### config.mk
export PLATFORM = sky130hd
export DESIGN_NAME = if_stage_flat
export DESIGN_NICKNAME = d
export VERILOG_FILES = /design/src/rtl/if_stage_if.sv /design/src/rtl/if_stage.sv /design/src/flat_wrapper.sv
export SDC_FILE = /design/constraint.sdc
export NUM_CORES = 1
export LEC_CHECK = 0
export BUFFER_PORTS_ARGS = -buffer_cell sky130_fd_sc_hd__buf_2
export CORE_MARGIN = 1.5
export CORE_UTILIZATION = 47
export DETAILED_ROUTE_END_ITERATION = 8
export PLACE_DENSITY = 0.84
export SLEW_MARGIN = 20
export SYNTH_ARGS = -nofsm -noshare
export SYNTH_HDL_FRONTEND = slang
export SYNTH_SLANG_ARGS = --single-unit
### constraint.sdc
create_clock -name clk -period 2.6 [get_ports clk]
set_clock_uncertainty 0.15 [all_clocks]
set_input_delay 0.13 -clock clk [delete_from_list [all_inputs] [get_ports clk]]
set_output_delay 0.13 -clock clk [all_outputs]
set_load 0.03 [all_outputs]
### src/rtl/if_stage_if.sv
`default_nettype none
// ============================================================================
// if_stage_if : ID-control, instruction-memory and IF/ID bundle of the fetch stage
// Rev 1.0
// ============================================================================
interface if_stage_if #(
  parameter int AW = 6
);
  logic          stall;
  logic          branch_taken;
  logic [15:0]   branch_offset;
  logic          jump;
  logic [25:0]   jump_target;
  logic [AW-1:0] im_addr;
  logic [31:0]   im_data;
  logic [31:0]   pc;
  logic [31:0]   ifid_instr;
  logic [31:0]   ifid_pc4;
  logic          ifid_valid;
  logic [15:0]   fetch_count;
  logic          halted;

  modport master (
    input  stall, branch_taken, branch_offset, jump, jump_target, im_data,
    output im_addr, pc, ifid_instr, ifid_pc4, ifid_valid, fetch_count, halted
  );

  modport slave (
    output stall, branch_taken, branch_offset, jump, jump_target, im_data,
    input  im_addr, pc, ifid_instr, ifid_pc4, ifid_valid, fetch_count, halted
  );
endinterface
`default_nettype wire

### src/rtl/if_stage.sv
`default_nettype none
// ============================================================================
// if_stage : PC owner, instruction fetch and IF/ID register with stall/redirect/halt
// Rev 1.0
// ============================================================================
module if_stage #(
  parameter logic [31:0] RESET_PC = 32'h0000_0000,
  parameter int          IM_DEPTH = 64,
  parameter int          AW       = 6
) (
  input  wire        clk,
  input  wire        rst_n,
  if_stage_if.master bus
);

  typedef enum logic [1:0] {
    S_BOOT = 2'd0,
    S_RUN  = 2'd1,
    S_HALT = 2'd2
  } state_t;

  localparam logic [31:0] C_PC_LIMIT = 32'(IM_DEPTH * 4);

  state_t      state_q, state_d;
  logic [31:0] pc_q, pc_d;
  logic [31:0] instr_q, instr_d;
  logic [31:0] pc4_q, pc4_d;
  logic        valid_q, valid_d;
  logic [15:0] count_q, count_d;
  logic        halted_q, halted_d;

  logic        redirect_w;
  logic [31:0] target_w;
  logic [31:0] br_target_w;
  logic [31:0] j_target_w;

  // Redirect only applies to a real instruction held in IF/ID; jump beats branch.
  assign redirect_w  = valid_q & (bus.jump | bus.branch_taken);
  assign br_target_w = pc4_q + {{14{bus.branch_offset[15]}}, bus.branch_offset, 2'b00};
  assign j_target_w  = {pc4_q[31:28], bus.jump_target, 2'b00};
  assign target_w    = bus.jump ? j_target_w : br_target_w;

  always_comb begin
    state_d  = state_q;
    pc_d     = pc_q;
    instr_d  = instr_q;
    pc4_d    = pc4_q;
    valid_d  = valid_q;
    count_d  = count_q;
    halted_d = halted_q;
    case (state_q)
      S_BOOT: state_d = S_RUN;
      S_RUN: begin
        if (redirect_w) begin
          pc_d    = target_w;
          instr_d = 32'h0;
          valid_d = 1'b0;
        end else if (pc_q >= C_PC_LIMIT) begin
          state_d  = S_HALT;
          halted_d = 1'b1;
          instr_d  = 32'h0;
          valid_d  = 1'b0;
        end else if (!bus.stall) begin
          instr_d = bus.im_data;
          pc4_d   = pc_q + 32'd4;
          valid_d = 1'b1;
          pc_d    = pc_q + 32'd4;
          if (count_q != 16'hFFFF) count_d = count_q + 16'd1;
        end
      end
      default: state_d = S_HALT;
    endcase
  end

  always_ff @(posedge clk or negedge rst_n) begin
    if (!rst_n) begin
      state_q  <= S_BOOT;
      pc_q     <= RESET_PC;
      instr_q  <= 32'h0;
      pc4_q    <= 32'h0;
      valid_q  <= 1'b0;
      count_q  <= 16'h0;
      halted_q <= 1'b0;
    end else begin
      state_q  <= state_d;
      pc_q     <= pc_d;
      instr_q  <= instr_d;
      pc4_q    <= pc4_d;
      valid_q  <= valid_d;
      count_q  <= count_d;
      halted_q <= halted_d;
    end
  end

  assign bus.im_addr     = pc_q[AW+1:2];
  assign bus.pc          = pc_q;
  assign bus.ifid_instr  = instr_q;
  assign bus.ifid_pc4    = pc4_q;
  assign bus.ifid_valid  = valid_q;
  assign bus.fetch_count = count_q;
  assign bus.halted      = halted_q;

endmodule
`default_nettype wire

### src/flat_wrapper.sv
// flat-port wrapper written by rule: the top's interface ports become plain ports
module if_stage_flat 
#(
  parameter logic [31:0] RESET_PC = 32'h0000_0000,
  parameter int          IM_DEPTH = 64,
  parameter int          AW       = 6
)
  (clk, rst_n, bus_stall, bus_branch_taken, bus_branch_offset, bus_jump, bus_jump_target, bus_im_data, bus_im_addr, bus_pc, bus_ifid_instr, bus_ifid_pc4, bus_ifid_valid, bus_fetch_count, bus_halted);
  if_stage_if #(.AW(AW)) bus_i ();
  input  wire clk;
  input  wire rst_n;
  input wire logic [$bits(bus_i.stall)-1:0] bus_stall;
  input wire logic [$bits(bus_i.branch_taken)-1:0] bus_branch_taken;
  input wire logic [$bits(bus_i.branch_offset)-1:0] bus_branch_offset;
  input wire logic [$bits(bus_i.jump)-1:0] bus_jump;
  input wire logic [$bits(bus_i.jump_target)-1:0] bus_jump_target;
  input wire logic [$bits(bus_i.im_data)-1:0] bus_im_data;
  output wire logic [$bits(bus_i.im_addr)-1:0] bus_im_addr;
  output wire logic [$bits(bus_i.pc)-1:0] bus_pc;
  output wire logic [$bits(bus_i.ifid_instr)-1:0] bus_ifid_instr;
  output wire logic [$bits(bus_i.ifid_pc4)-1:0] bus_ifid_pc4;
  output wire logic [$bits(bus_i.ifid_valid)-1:0] bus_ifid_valid;
  output wire logic [$bits(bus_i.fetch_count)-1:0] bus_fetch_count;
  output wire logic [$bits(bus_i.halted)-1:0] bus_halted;
  assign bus_i.stall = bus_stall;
  assign bus_i.branch_taken = bus_branch_taken;
  assign bus_i.branch_offset = bus_branch_offset;
  assign bus_i.jump = bus_jump;
  assign bus_i.jump_target = bus_jump_target;
  assign bus_i.im_data = bus_im_data;
  assign bus_im_addr = bus_i.im_addr;
  assign bus_pc = bus_i.pc;
  assign bus_ifid_instr = bus_i.ifid_instr;
  assign bus_ifid_pc4 = bus_i.ifid_pc4;
  assign bus_ifid_valid = bus_i.ifid_valid;
  assign bus_fetch_count = bus_i.fetch_count;
  assign bus_halted = bus_i.halted;
  if_stage #(.RESET_PC(RESET_PC), .IM_DEPTH(IM_DEPTH), .AW(AW)) u_core (.clk(clk), .rst_n(rst_n), .bus(bus_i));
endmodule
======== Word-level counts from Yosys, hierarchy flattened ========
Cells that the tools add are included.
storage, ports and cells
  logic and storage cells ................. 43
  output and inout port bits .............. 120
  bits of input ports ..................... 79
  register bits ........................... 116
cells by class
  add/sub/neg operators ................... 3
  bitwise gates (word level) .............. 5
  order comparisons ....................... 1
  muxes and demuxes ....................... 13
  reductions and logical operators ........ 7
  equal/unequal tests ..................... 7
operator list
  kind                   number
  $mux 32                7
  $add 32x3->32 const B  1
  $add 32x32->32         1
  $ge 32x9->1 const B    1
  $add 16x1->16 const B  1
  $ne 16x16->1 const B   1
  $ne 2x1->1 const B     3
  $reduce_and 3->1       2
  $reduce_and 5->1       1
  $mux 2                 2
  $pmux 2 s2             1
  $reduce_and 2->1       2
  $reduce_and 4->1       1
  $mux 1                 3
  $ne 3x1->1 const B     1
  $not 1->1              3
  $eq 2x1->1 const B     1
  $logic_not 2->1        1
  $ne 2x2->1 const B     1
  $and 1x1->1            1
  $or 1x1->1             1

======== Logic depth before layout (Yosys ltp) ========
  depth in word-level cells ............... 4
  gate-level depth with buffers ........... 11
  mapped depth without buffers ............ 11

======== Least setup slack after synthesis ========
No wires, ideal clock.
  path type ............................... register to register
  start point ............................. register u_core.pc4_q[2], in the netlist u_core.bus.ifid_pc4[2]
  end point ............................... register u_core.pc_q[30], in the netlist u_core.bus.pc[30]
  setup time .............................. 0.128 ns
  arrival time ............................ 2.610 ns
  buffers on the path ..................... 0
  setup slack ............................. -0.288 ns
  period minus slack after synthesis ...... 2.888 ns
  cell stages (with the launch flop) ...... 12
  data required time ...................... 2.322 ns
  path through ............................ dfrtp_1 ha_1 fa_1 a21oi_1 o21ai_2 a2111oi_4 o21ai_2 a21oi_4 o21ai_2 a21oi_2 mux2i_1 nand3_1
on the way
  word-level cells in the longest chain between the ends .. 3
ends and longest elaborated chain
  item                    line            source
  from (decl)             if_stage.sv:27  logic [31:0] pc4_q, pc4_d;
  from (signal assigned)  if_stage.sv:88  pc4_q <= pc4_d;
  $add 32x32->32          if_stage.sv:39  assign br_target_w = pc4_q + {{14{bus.branch_offset[15]}}, bus.branch_offset, 2'b00};
  $mux 32                 if_stage.sv:41  assign target_w = bus.jump ? j_target_w : br_target_w;
  $mux 32                 if_stage.sv:54  if (redirect_w) begin
  to (signal assigned)    if_stage.sv:86  pc_q <= pc_d;
  to (decl)               if_stage.sv:25  logic [31:0] pc_q, pc_d;
No other way between the ends.
A chain may end at the register's enable or synchronous reset.

======== Final worst setup path ========
Ends and elaborated chain as after synthesis.

==> flow_summary.toml <==
[clock_tree]
cts_tree = "yes"
cts_max_level = 4
clk_latency_ns = 0.41
cts_buffers = 17
cts_sinks = 116
cts_buffer_depth = 2
clk_pin_slew_ns = 0.06
clockRootBuffer = "clkbuf_16"

[setup_path]
end_kind = "flip-flop"
path_cells = "ha_4, fa_2, a21oi_4, o21ai_4, a2111oi_4, o21ai_2, a21oi_4, o21ai_2, a21oi_2, mux2i_1, nand3_1"
start_kind = "flip-flop"
cp_max_fo = 3
critPathCapture = "u_core.bus.pc[30]"
slowest_stage = "dfrtp_2"
timing.rr.end = "u_core.bus.pc[30]"
worstPathArrival_ns = 2.79
rrSetupSlack_ns = -0.05
worstRegToRegCells = 11
crit_start = "u_core.bus.ifid_pc4[2]"
crit-reg2reg-launch = "u_core.bus.ifid_pc4[2]"
cp.required_ns = 2.74
cp_slowest_stage_delay_ns = 0.42
crit_type = "reg2reg"

[global_route]
grt_pass1_wl_um = 31100
grt_overflow_total = 0
grt_pass1_vias = 6255
grt_max_degree = 56
antenna_found_initial = 0
grt.total_usage = 0.283

[cells_and_area]
final_nets = 1031
diodes = 0
design_area_um2 = 9220
num-fill-cells = 917
most-common-layout-cells = "buf_2, dfrtp_1, dlygate4sd3_1"
drive_gt1_frac = 0.367
final_common_cell = "buf_2"
areaGrowthSynthToFinish_pct = 46.9

[flow_run]
cap_viol_max_count = 0

[die]
coreArea_um2 = 13100
die_area_um2 = 14100
die_x_um = 119
start_util = 0.478
rows = 42
ios = 199
die_y_um = 119

[power]
p_seq_frac = 0.378
ir_drop_mv = 0.436
power_density_nw_per_um2 = 572
p_comb_frac = 0.187
p_leak_nw = 4.83
switching_power_mw = 1.55
clkPwrFrac = 0.434
swShare = 0.294
intPower_mw = 3.73

[synthesis]
ys_warn_count = 0
synth.avg_cell_area_um2 = 10.1
netlist_area_um2 = 6280
async_reset_ff_frac = 1.00
yosys_register_bits = 116
ys.flop_type = "dfrtp_1"
synth_edf_count = 0
syn_nets = 733
netlist_instances = 621
ys_seq_area_frac = 0.462
ys_types = 62

[sta]
period_needed_ns = 2.65
min_period_over_period = 1.02
finalWorstSetupSlack_ns = -0.0484
slew_viol_final = 0
setup_viol = 3
max_clock_freq_mhz = 378
rsz0062_at_grt = "true"
worst_pin_slew_ns = 0.719
hold_viol = 0
whs_ns = 0.0261
slew_headroom = 0.520

[routing]
drc_errors = 0
via_count = 6129
avgViaCountPerCell = 5.53
antenna_left = 0
drtPass1Iterations = 5
drt-total-wl_um = 19800
drtIter0Drc = 520
routedWlPerCell_um = 17.8

[placement]
gp_congestion = 0.877
dpl_cell_area_um2 = 7750
dp_slack_ns = -0.221
dp_hpwl_um = 13000
portBuffers = 198

[hold_path]
hold_path_class = "in2reg"

[status]
status = "finished, violations left"
violations = "negative setup slack"
==> how the worst min path moves through the flow <==
| stage | startpoint | endpoint | depth (start not counted) |
|---|---|---|---|
| 2_1_floorplan | rst_n | u_core.bus.fetch_count[0] | 0 |
| 4_1_cts | bus_jump_target[2] | u_core.bus.pc[4] | 4 |
| 6_report | bus_jump_target[2] | u_core.bus.pc[4] | 4 |
| 5_1_grt | bus_jump_target[2] | u_core.bus.pc[4] | 4 |
| 3_3_place_gp | rst_n | u_core.bus.fetch_count[7] | 1 |
| 3_5_place_dp | rst_n | u_core.bus.fetch_count[7] | 1 |
==> layout make-up <==
class                   instances  area, um2  area share
multi-input cells             459       3400       0.369
flip-flops and latches        116       2910       0.315
repair buffers                314       2070       0.225
clock buffers                  17        425      0.0461
well taps                     176        220      0.0239
clock inverters                15        156      0.0170
inverters                      11       41.3     0.00448
==> power by group through the flow <==
stage	logic, mW	clock network (mW)	registers (mW)
after floorplan	0.338	0	2.19
after global placement	0.828	0	2.01
after detailed placement	0.847	0	2.02
after CTS	0.952	2.32	1.99
after global routing	1.06	2.41	2.01
final	0.989	2.29	2.00
==> registers in the layout (all words and copies together), names as in the netlist <==
register / cells
u_core.bus.halted: 1
u_core.bus.ifid_valid: 1
u_core.bus.ifid_instr: 32
u_core.state_q: 2
u_core.bus.ifid_pc4: 32
u_core.bus.pc: 32
u_core.bus.fetch_count: 16
==> metrics by stage <==
stage                     setup TNS [ns]   util  power [mW]  std cells
after floorplan                   -0.153      -        2.52        621
after global placement            -0.417  0.590        2.84       1009
after detailed placement          -0.932  0.590        2.87       1009
after CTS                        -0.0906  0.689        5.26       1106
after global routing               -1.19  0.702        5.48       1108
final                            -0.0945  0.702        5.28       1108
==> Yosys cell counts, types with 4 or more instances <==
library cell / count / area, um2
nand2_1: 61 / 229
nand3b_1: 6 / 45.0
o21ai_0: 30 / 150
ha_1: 32 / 400
o21a_1: 6 / 45.0
o21ai_1: 13 / 65.1
mux2i_1: 9 / 90.1
nand3_1: 19 / 95.1
buf_4: 9 / 67.6
a21oi_1: 47 / 235
nor2_1: 33 / 124
a32oi_1: 6 / 52.6
nor4_1: 7 / 43.8
buf_2: 10 / 50.1
a21o_1: 14 / 105
a22o_1: 34 / 298
clkbuf_1: 15 / 56.3
xor2_1: 16 / 140
xnor2_1: 25 / 219
dfrtp_1: 116 / 2900
nand4_1: 9 / 56.3
and3_1: 8 / 50.1
and2_1: 26 / 163
a31oi_1: 4 / 25.0
inv_1: 11 / 41.3
==> critical path: cells and delay by family (launching register included) <==
| family | cells | cell delay [ns] |
|---|---|---|
| and+or+nand+nor | 1 | 0.08 |
| AOI/OAI and AO/OA | 7 | 1.17 |
| DFF | 1 | 0.42 |
| muxes | 1 | 0.18 |
| adders and majority gates | 2 | 0.54 |
==> cells by family (layout without fill, tap and decap cells) <==
logic type	after synthesis	count (layout)	share of synthesized area
adders and majority gates	33	33	0.0670
AOI/OAI and AO/OA	184	184	0.202
buffers and inverters	46	357	0.0349
muxes	12	12	0.0197
DFF	116	116	0.462
xor gates and xnor gates	41	41	0.0572
and+or+nand+nor	189	189	0.157
==> what timing repair did <==
item / CTS / global route
hold buffers: 61 / 0
setup endpoints to repair: 10 / 34
resized for setup: 13 / 34
hold endpoints to repair: 107 / 0
setup buffers: 4 / 4
pin swaps: 8 / 18
==> routing by layer <==
| layer | vias up | track usage | part of all wire | routed length, um |
|---|---|---|---|---|
| met5 | - | 0 | 0 | 0 |
| met4 | 0 | 0.160 | 0.041 | 811 |
| met3 | 65 | 0.0565 | 0.053 | 1050 |
| met2 | 262 | 0.465 | 0.50 | 9820 |
| met1 | 2958 | 0.347 | 0.41 | 8090 |
| li1 | 2844 | - | - | - |
Note: power is estimated with default switching activity, not from simulation.
